===== src/rtl/mem_arb_defs_pkg.sv =====
// Shared encodings for the unified memory port arbiter: FSM states and access owner IDs.
package mem_arb_defs;

   typedef enum logic [1:0] {
      ARB_IDLE   = 2'd0,
      ARB_ACCESS = 2'd1,
      ARB_WAIT   = 2'd2,
      ARB_RESP   = 2'd3
   } arb_state_t;

   typedef enum logic {
      OWN_CPU = 1'b0,
      OWN_DMA = 1'b1
   } owner_t;

endpackage


===== src/rtl/arb_priority_sel.sv =====
// CPU-priority winner select with a saturating starvation counter that forces a DMA win
// after STARVE_MAX consecutive CPU grants over a pending DMA request.
module arb_priority_sel #(
   parameter int STARVE_MAX = 4
) (
   input  logic clk,
   input  logic rst_n,
   input  logic cpu_req,
   input  logic dma_req,
   input  logic idle,
   input  logic accept,
   output logic win_dma
);

   localparam int            SW   = $clog2(STARVE_MAX + 1);
   localparam logic [SW-1:0] SMAX = SW'(STARVE_MAX);

   logic [SW-1:0] starve_cnt;

   assign win_dma = dma_req & (~cpu_req | (starve_cnt == SMAX));

   always_ff @(posedge clk or negedge rst_n) begin
      if (!rst_n) begin
         starve_cnt <= '0;
      end else if (accept && win_dma) begin
         starve_cnt <= '0;
      end else if (accept && dma_req) begin
         if (starve_cnt != SMAX)
            starve_cnt <= starve_cnt + 1'b1;
      end else if (idle && !dma_req) begin
         starve_cnt <= '0;
      end
   end

endmodule


===== src/rtl/mem_port_arbiter.sv =====
// Shares one unified instruction/data memory between the multicycle CPU and a DMA master,
// one access in flight at a time, with per-requester req/gnt/done handshakes.
module mem_port_arbiter
   import mem_arb_defs::*;
#(
   parameter int ADDR_W     = 32,
   parameter int DATA_W     = 32,
   parameter int MEM_LAT    = 1,
   parameter int STARVE_MAX = 4
) (
   input  logic              clk,
   input  logic              rst_n,
   input  logic              cpu_req,
   input  logic              cpu_we,
   input  logic [ADDR_W-1:0] cpu_addr,
   input  logic [DATA_W-1:0] cpu_wdata,
   output logic              cpu_gnt,
   output logic              cpu_done,
   input  logic              dma_req,
   input  logic              dma_we,
   input  logic [ADDR_W-1:0] dma_addr,
   input  logic [DATA_W-1:0] dma_wdata,
   output logic              dma_gnt,
   output logic              dma_done,
   output logic [DATA_W-1:0] rdata,
   output logic              mem_en,
   output logic              mem_we,
   output logic [ADDR_W-1:0] mem_addr,
   output logic [DATA_W-1:0] mem_wdata,
   input  logic [DATA_W-1:0] mem_rdata,
   output logic              busy
);

   localparam int             WCW       = $clog2(MEM_LAT + 1);
   localparam logic [WCW-1:0] WAIT_INIT = WCW'(MEM_LAT - 1);

   arb_state_t     state, state_nxt;
   owner_t         owner;
   logic [WCW-1:0] wait_cnt;
   logic           idle, accept, win_dma;

   assign idle   = (state == ARB_IDLE);
   assign accept = idle & (cpu_req | dma_req);

   arb_priority_sel #(.STARVE_MAX(STARVE_MAX)) u_sel (
      .clk     (clk),
      .rst_n   (rst_n),
      .cpu_req (cpu_req),
      .dma_req (dma_req),
      .idle    (idle),
      .accept  (accept),
      .win_dma (win_dma)
   );

   // Grants are combinational so the requester sees acceptance in the same IDLE cycle.
   assign cpu_gnt = idle & cpu_req & ~win_dma;
   assign dma_gnt = idle & win_dma;

   always_ff @(posedge clk or negedge rst_n) begin
      if (!rst_n)
         state <= ARB_IDLE;
      else
         state <= state_nxt;
   end

   always_comb begin
      state_nxt = state;
      mem_en    = 1'b0;
      busy      = 1'b1;
      cpu_done  = 1'b0;
      dma_done  = 1'b0;
      case (state)
         ARB_IDLE: begin
            busy = 1'b0;
            if (cpu_req || dma_req)
               state_nxt = ARB_ACCESS;
         end
         ARB_ACCESS: begin
            mem_en    = 1'b1;
            state_nxt = ARB_WAIT;
         end
         ARB_WAIT: begin
            if (wait_cnt == '0)
               state_nxt = ARB_RESP;
         end
         ARB_RESP: begin
            cpu_done  = (owner == OWN_CPU);
            dma_done  = (owner == OWN_DMA);
            state_nxt = ARB_IDLE;
         end
         default: state_nxt = ARB_IDLE;
      endcase
   end

   // Command latch, wait counter and read-data capture; the latch drives the memory pins directly.
   always_ff @(posedge clk or negedge rst_n) begin
      if (!rst_n) begin
         owner     <= OWN_CPU;
         mem_we    <= 1'b0;
         mem_addr  <= '0;
         mem_wdata <= '0;
         wait_cnt  <= '0;
         rdata     <= '0;
      end else begin
         if (accept) begin
            owner     <= win_dma ? OWN_DMA : OWN_CPU;
            mem_we    <= win_dma ? dma_we : cpu_we;
            mem_addr  <= win_dma ? dma_addr : cpu_addr;
            mem_wdata <= win_dma ? dma_wdata : cpu_wdata;
         end
         if (state == ARB_ACCESS)
            wait_cnt <= WAIT_INIT;
         else if (state == ARB_WAIT && wait_cnt != '0)
            wait_cnt <= wait_cnt - 1'b1;
         if (state == ARB_WAIT && wait_cnt == '0 && !mem_we)
            rdata <= mem_rdata;
      end
   end

endmodule

===== config.mk =====
export PLATFORM = sky130hd
export DESIGN_NAME = mem_port_arbiter
export DESIGN_NICKNAME = d
export VERILOG_FILES = /design/src/rtl/mem_arb_defs_pkg.sv /design/src/rtl/arb_priority_sel.sv /design/src/rtl/mem_port_arbiter.sv
export SDC_FILE = /design/constraint.sdc
export NUM_CORES = 1
export LEC_CHECK = 0
export ABC_AREA = 1
export CAP_MARGIN = 10
export CORE_MARGIN = 5
export CORE_UTILIZATION = 40
export CTS_BUF_LIST = sky130_fd_sc_hd__clkbuf_4 sky130_fd_sc_hd__clkbuf_8
export DETAILED_ROUTE_END_ITERATION = 10
export PLACE_DENSITY = 0.92
export SYNTH_ARGS = -nofsm -noshare
export SYNTH_HDL_FRONTEND = slang
export SYNTH_SLANG_ARGS = --single-unit

===== constraint.sdc =====
create_clock -name clk -period 2 [get_ports clk]
set_clock_uncertainty 0.15 [all_clocks]
set_input_delay 0.3 -clock clk [delete_from_list [all_inputs] [get_ports clk]]
set_output_delay 0.3 -clock clk [all_outputs]
set_load 0.05 [all_outputs]

=== After elaboration in Yosys (flattened, before gate mapping) ===
Cells that the tools add are included.

* Register bits: 104
* Logic and storage cells: 60

* Muxes and demuxes: 17
* $add $sub $neg: 2
* Equal/unequal tests: 8
* Bitwise logic cells: 11
* Reductions and logical operators: 14

{| class="wikitable"
|+ Operators with widths
! cell !! number
|-
| two-way mux 32 bit || 2
|-
| two-way mux 3 bit || 4
|-
| two-way mux 1 bit || 8
|-
| one-hot mux 2 bit (4 select lines) || 1
|-
| logical AND 1 bit || 6
|-
| AND 1 bit || 5
|-
| equality test 2 bit (second input constant) || 2
|-
| two-way mux 2 bit || 2
|-
| inverter 1 bit || 4
|-
| AND reduction 2 bit || 2
|-
| adder 3 x 1 -> 3 bit (second input constant) || 1
|-
| equality test 3 bit (second input constant) || 1
|-
| != test 3 x 2 -> 1 bit (second input constant) || 1
|-
| != test 3 bit (second input constant) || 1
|-
| nonzero test 3 bit || 1
|-
| equality test 2 x 1 -> 1 bit (second input constant) || 1
|-
| logical NOT 1 bit || 2
|-
| logical NOT 2 bit || 1
|-
| != test 2 x 1 -> 1 bit (second input constant) || 1
|-
| != test 2 bit (second input constant) || 1
|-
| OR 1 bit || 2
|-
| nonzero test 2 bit || 1
|-
| logical OR 1 bit || 1
|-
| subtractor 1 bit (second input constant) || 1
|}

=== Longest topological paths before layout ===
* Depth in word-level cells: 6
* Depth in mapped cells: 10
* Depth with buffers taken out: 8

=== Modules after synthesis ===
A second synthesis with hierarchy kept.

* Cells, all modules: 688
* Area, all modules: 4981.0 um^2

{| class="wikitable"
|+ By module, submodules not included
! module !! area an instance (um^2) !! times used !! cells an instance
|-
| mem_port_arbiter || 4783.3 || 1 || 661
|-
| arb_priority_sel || 197.7 || 1 || 27
|}

=== Least setup slack after synthesis ===
OpenSTA, ideal clock, no wires.

* Path kind: reg2out
* Start point: register u_sel.starve_cnt[0]
* End point: output port cpu_gnt
* Required time: 1.550 ns
* Cell stages (with the launch flop): 10
* Arrival: 1.884 ns
* Slack: -0.334 ns
* Path through: dfrtp_1 inv_1 ha_1 nand2_1 nand2_1 nand2_1 buf_2 buf_2 nand2_1 nor2_1

* Longest elaborated chain between the ends: 5

{| class="wikitable"
|+ RTL lines
! what !! line !! source
|-
| from (decl) || arb_priority_sel.sv:18 || <nowiki>logic [SW-1:0] starve_cnt;</nowiki>
|-
| from (signal assigned) || arb_priority_sel.sv:29 || <nowiki>starve_cnt <= starve_cnt + 1'b1;</nowiki>
|-
| equality test 3 bit || arb_priority_sel.sv:20 || <nowiki>assign win_dma = dma_req & (~cpu_req | (starve_cnt == SMAX));</nowiki>
|-
| OR 1 bit || arb_priority_sel.sv:20 ||
|-
| AND 1 bit || arb_priority_sel.sv:20 ||
|-
| inverter 1 bit || mem_port_arbiter.sv:56 || <nowiki>assign cpu_gnt = idle & cpu_req & ~win_dma;</nowiki>
|-
| AND 1 bit || mem_port_arbiter.sv:56 ||
|-
| to (decl) || mem_port_arbiter.sv:17 || <nowiki>output logic cpu_gnt,</nowiki>
|}

Every way passes these cells.

=== Final worst setup path ===
Same ends and word-level chain as after synthesis.

==> flow_summary.json <==
{
  "syn-instance-count": 744,
  "nets": 1181,
  "worst_setup_path_end_kind": "output port",
  "holdWs_ns": 0.284,
  "final_common_cell": "nand2_1",
  "grt_max_degree": 105,
  "numPortBuffers": 268,
  "tightest_slew_ns": 0.558,
  "max-vdd-ir-drop_v": 0.000984,
  "relSlewSlack_pct": 62.8,
  "antenna_found_initial": 1,
  "totalWireLength_um": 17100,
  "area_growth_pct": 59.0,
  "cts_buffers": 9,
  "worstSetupPathType": "flop to output port",
  "viasPerCell": 4.70,
  "drc_errors": 0,
  "worstPathMaxFanout": 4,
  "die_h_um": 126,
  "syn_avg_cell_area_um2": 7.18,
  "wl_met2_um": 8470,
  "finalMaxSlewViolations": 0,
  "period_share_pct": 99.5,
  "synth-seq-cells": 104,
  "syn_nets": 917,
  "cp.required_ns": 1.55,
  "p_leak_nw": 4.79,
  "cts_max_level": 3,
  "first_global_vias": 5398,
  "drt-initial-drc-count": 333,
  "vias": 5592,
  "dieWidth_um": 126,
  "antenna_left": 0,
  "final_cell_mix": "nand2_1, inv_1, clkdlybuf4s50_1, nand3_1, dfrtp_1",
  "grt_pass1_wl_um": 27000,
  "setup_tns_ns": 0,
  "dp_hpwl_um": 12500,
  "hold_path.class": "input port to flop",
  "cp.arrival_ns": 1.54,
  "path_buf_inv": 2,
  "hold_viol": 0,
  "pwr_density_cell_nw_per_um2": 1570,
  "die_area_um2": 15800,
  "setup_viol": 0,
  "yosysUniqueCellTypes": 20,
  "fmax_ghz": 0.503,
  "fin_util_pct": 64.4,
  "wl_met1_um": 6670,
  "drive_gt1_share_pct": 9.18,
  "ys_seq_area_share_pct": 48.7,
  "startpoint_type": "flop",
  "grt.overflow.total": 0,
  "top_layer_used": "met4",
  "fin_cells": 1190,
  "drv_cap": 0,
  "cpMaxStageDelayCell": "dfrtp_1",
  "coreArea_um2": 13200,
  "ioPinCount": 269,
  "dr.pass1.iters": 5,
  "max_stage_delay_ns": 0.37,
  "cts_root_buffer": "clkbuf_8",
  "synth_edf_count": 0,
  "async_reset_ff_share_pct": 100,
  "clkSinkCount": 104,
  "status": "complete, no violations",
  "gp_congestion": 0.848,
  "track_usage_pct": 21.1,
  "dp.cells": 1161,
  "cp_top_family": "simple AND/OR/NAND/NOR gates",
  "min_period_ns": 1.99,
  "routedWlPerCell_um": 14.4,
  "crit_chain": "inv_2 -> ha_4 -> nand2_2 -> nand2_2 -> nand2_4 -> nand2_4 -> nor2_4 -> buf_12",
  "dr_wl_met3_um": 1500,
  "rsz0062_at_grt": "yes",
  "std_cell_rows": 42,
  "ys_warn_count": 0,
  "cts_tree": "done",
  "cts.clk_slew.worst_paths_ns": 0.11,
  "start_util_pct": 40.5,
  "clk_latency_ns": 0.36,
  "synth_ff_type": "dfrtp_1",
  "clock_path_buffers": 2,
  "syn_area_um2": 5340
}
-- power breakdown --
group	switching [mW]	internal (mW)	total [mW]
Sequential	0.565	3.13	3.69
Combinational	5.78	2.39	8.17
Clock	0.736	0.727	1.46
Total	7.08	6.24	13.3
-- worst register-to-register path, stage by stage (launching register included) --
cell     delay (ns)
dfrtp_1        0.37
inv_2          0.07
ha_4           0.15
nand2_2        0.06
nand2_2        0.07
nand2_4        0.11
buf_4          0.13
buf_4          0.12
buf_4          0.23
nand2_1        0.12
nand3_1        0.08
nand2_1        0.05
-- worst paths after layout --
path	from	end	slack, ns	cells after the start
max reg2reg	u_sel.starve_cnt[0]	mem_addr[31]	0.19	11
max	u_sel.starve_cnt[0]	cpu_gnt	0.01	8
max in group asynchronous	rst_n	mem_addr[15]	0.88	3
min in group asynchronous	rst_n	rdata[5]	0.38	3
min reg2reg	mem_addr[19]	mem_addr[19]	0.33	2
min	dma_req	mem_wdata[1]	0.28	4
-- synth_stat cells (all sizes together) (3+ instances only) --
library cell / n / area [µm²]
a21oi: 3 / 18.8
inv: 173 / 649
ha: 7 / 87.6
clkbuf: 16 / 60.1
nand3: 132 / 661
o21ai: 33 / 165
buf: 25 / 136
nor2: 5 / 18.8
nand2: 240 / 901
dfrtp: 104 / 2600
-- area by class of cell --
| class | instances | area, µm² |
|---|---|---|
| multi-input combinational | 426 | 1950 |
| clock buffer | 10 | 131 |
| fill | 1111 | 4700 |
| inverter | 173 | 649 |
| sequential | 104 | 2600 |
| timing repair buffer | 294 | 2850 |
| tap | 176 | 220 |
| antenna | 1 | 2.50 |
| clock inverter | 6 | 90.1 |
-- routing by layer --
metal,global-route usage (%),vias to the layer above
met1,25.7,2572
met2,35.4,247
li1,-,2738
met5,0,-
met3,6.10,35
met4,8.23,0
-- state kept, by name, summed over array words and instances (netlist names) --
| register | flops |
|---|---|
| u_sel.starve_cnt | 3 |
| mem_addr | 32 |
| owner | 1 |
| wait_cnt | 1 |
| state | 2 |
| rdata | 32 |
| mem_we | 1 |
| mem_wdata | 32 |
-- cell families (layout without fill, tap and decap cells) --
family	Yosys count	count (layout)	share of synthesized area (%)
DFF	104	104	48.7
AOI/OAI and AO/OA	38	38	3.70
and+or+nand+nor	380	380	29.9
buffers and inverters	214	483	15.8
adders and majority gates	7	7	1.64
xor gates and xnor gates	1	1	0.164
other	0	1	0
-- per-stage QoR --
stage	power (mW)	setup WS, ns	instance area (µm²)
5_1_grt	14.1	-0.0809	8490
3_5_place_dp	12.3	0.0878	8220
3_3_place_gp	12.1	0.144	8220
6_report	13.3	0.0103	8490
2_1_floorplan	9.09	-0.0119	5350
4_1_cts	13.4	-0.0626	8420
-- what timing repair did --
action,CTS,global route
setup buffers,6,5
resized for setup,71,9
gates cloned,0,0
setup endpoints to repair,68,4
pin swaps,3,4
hold endpoints to repair,104,0
hold buffers,1,0
(Power assumes the default switching activity.)
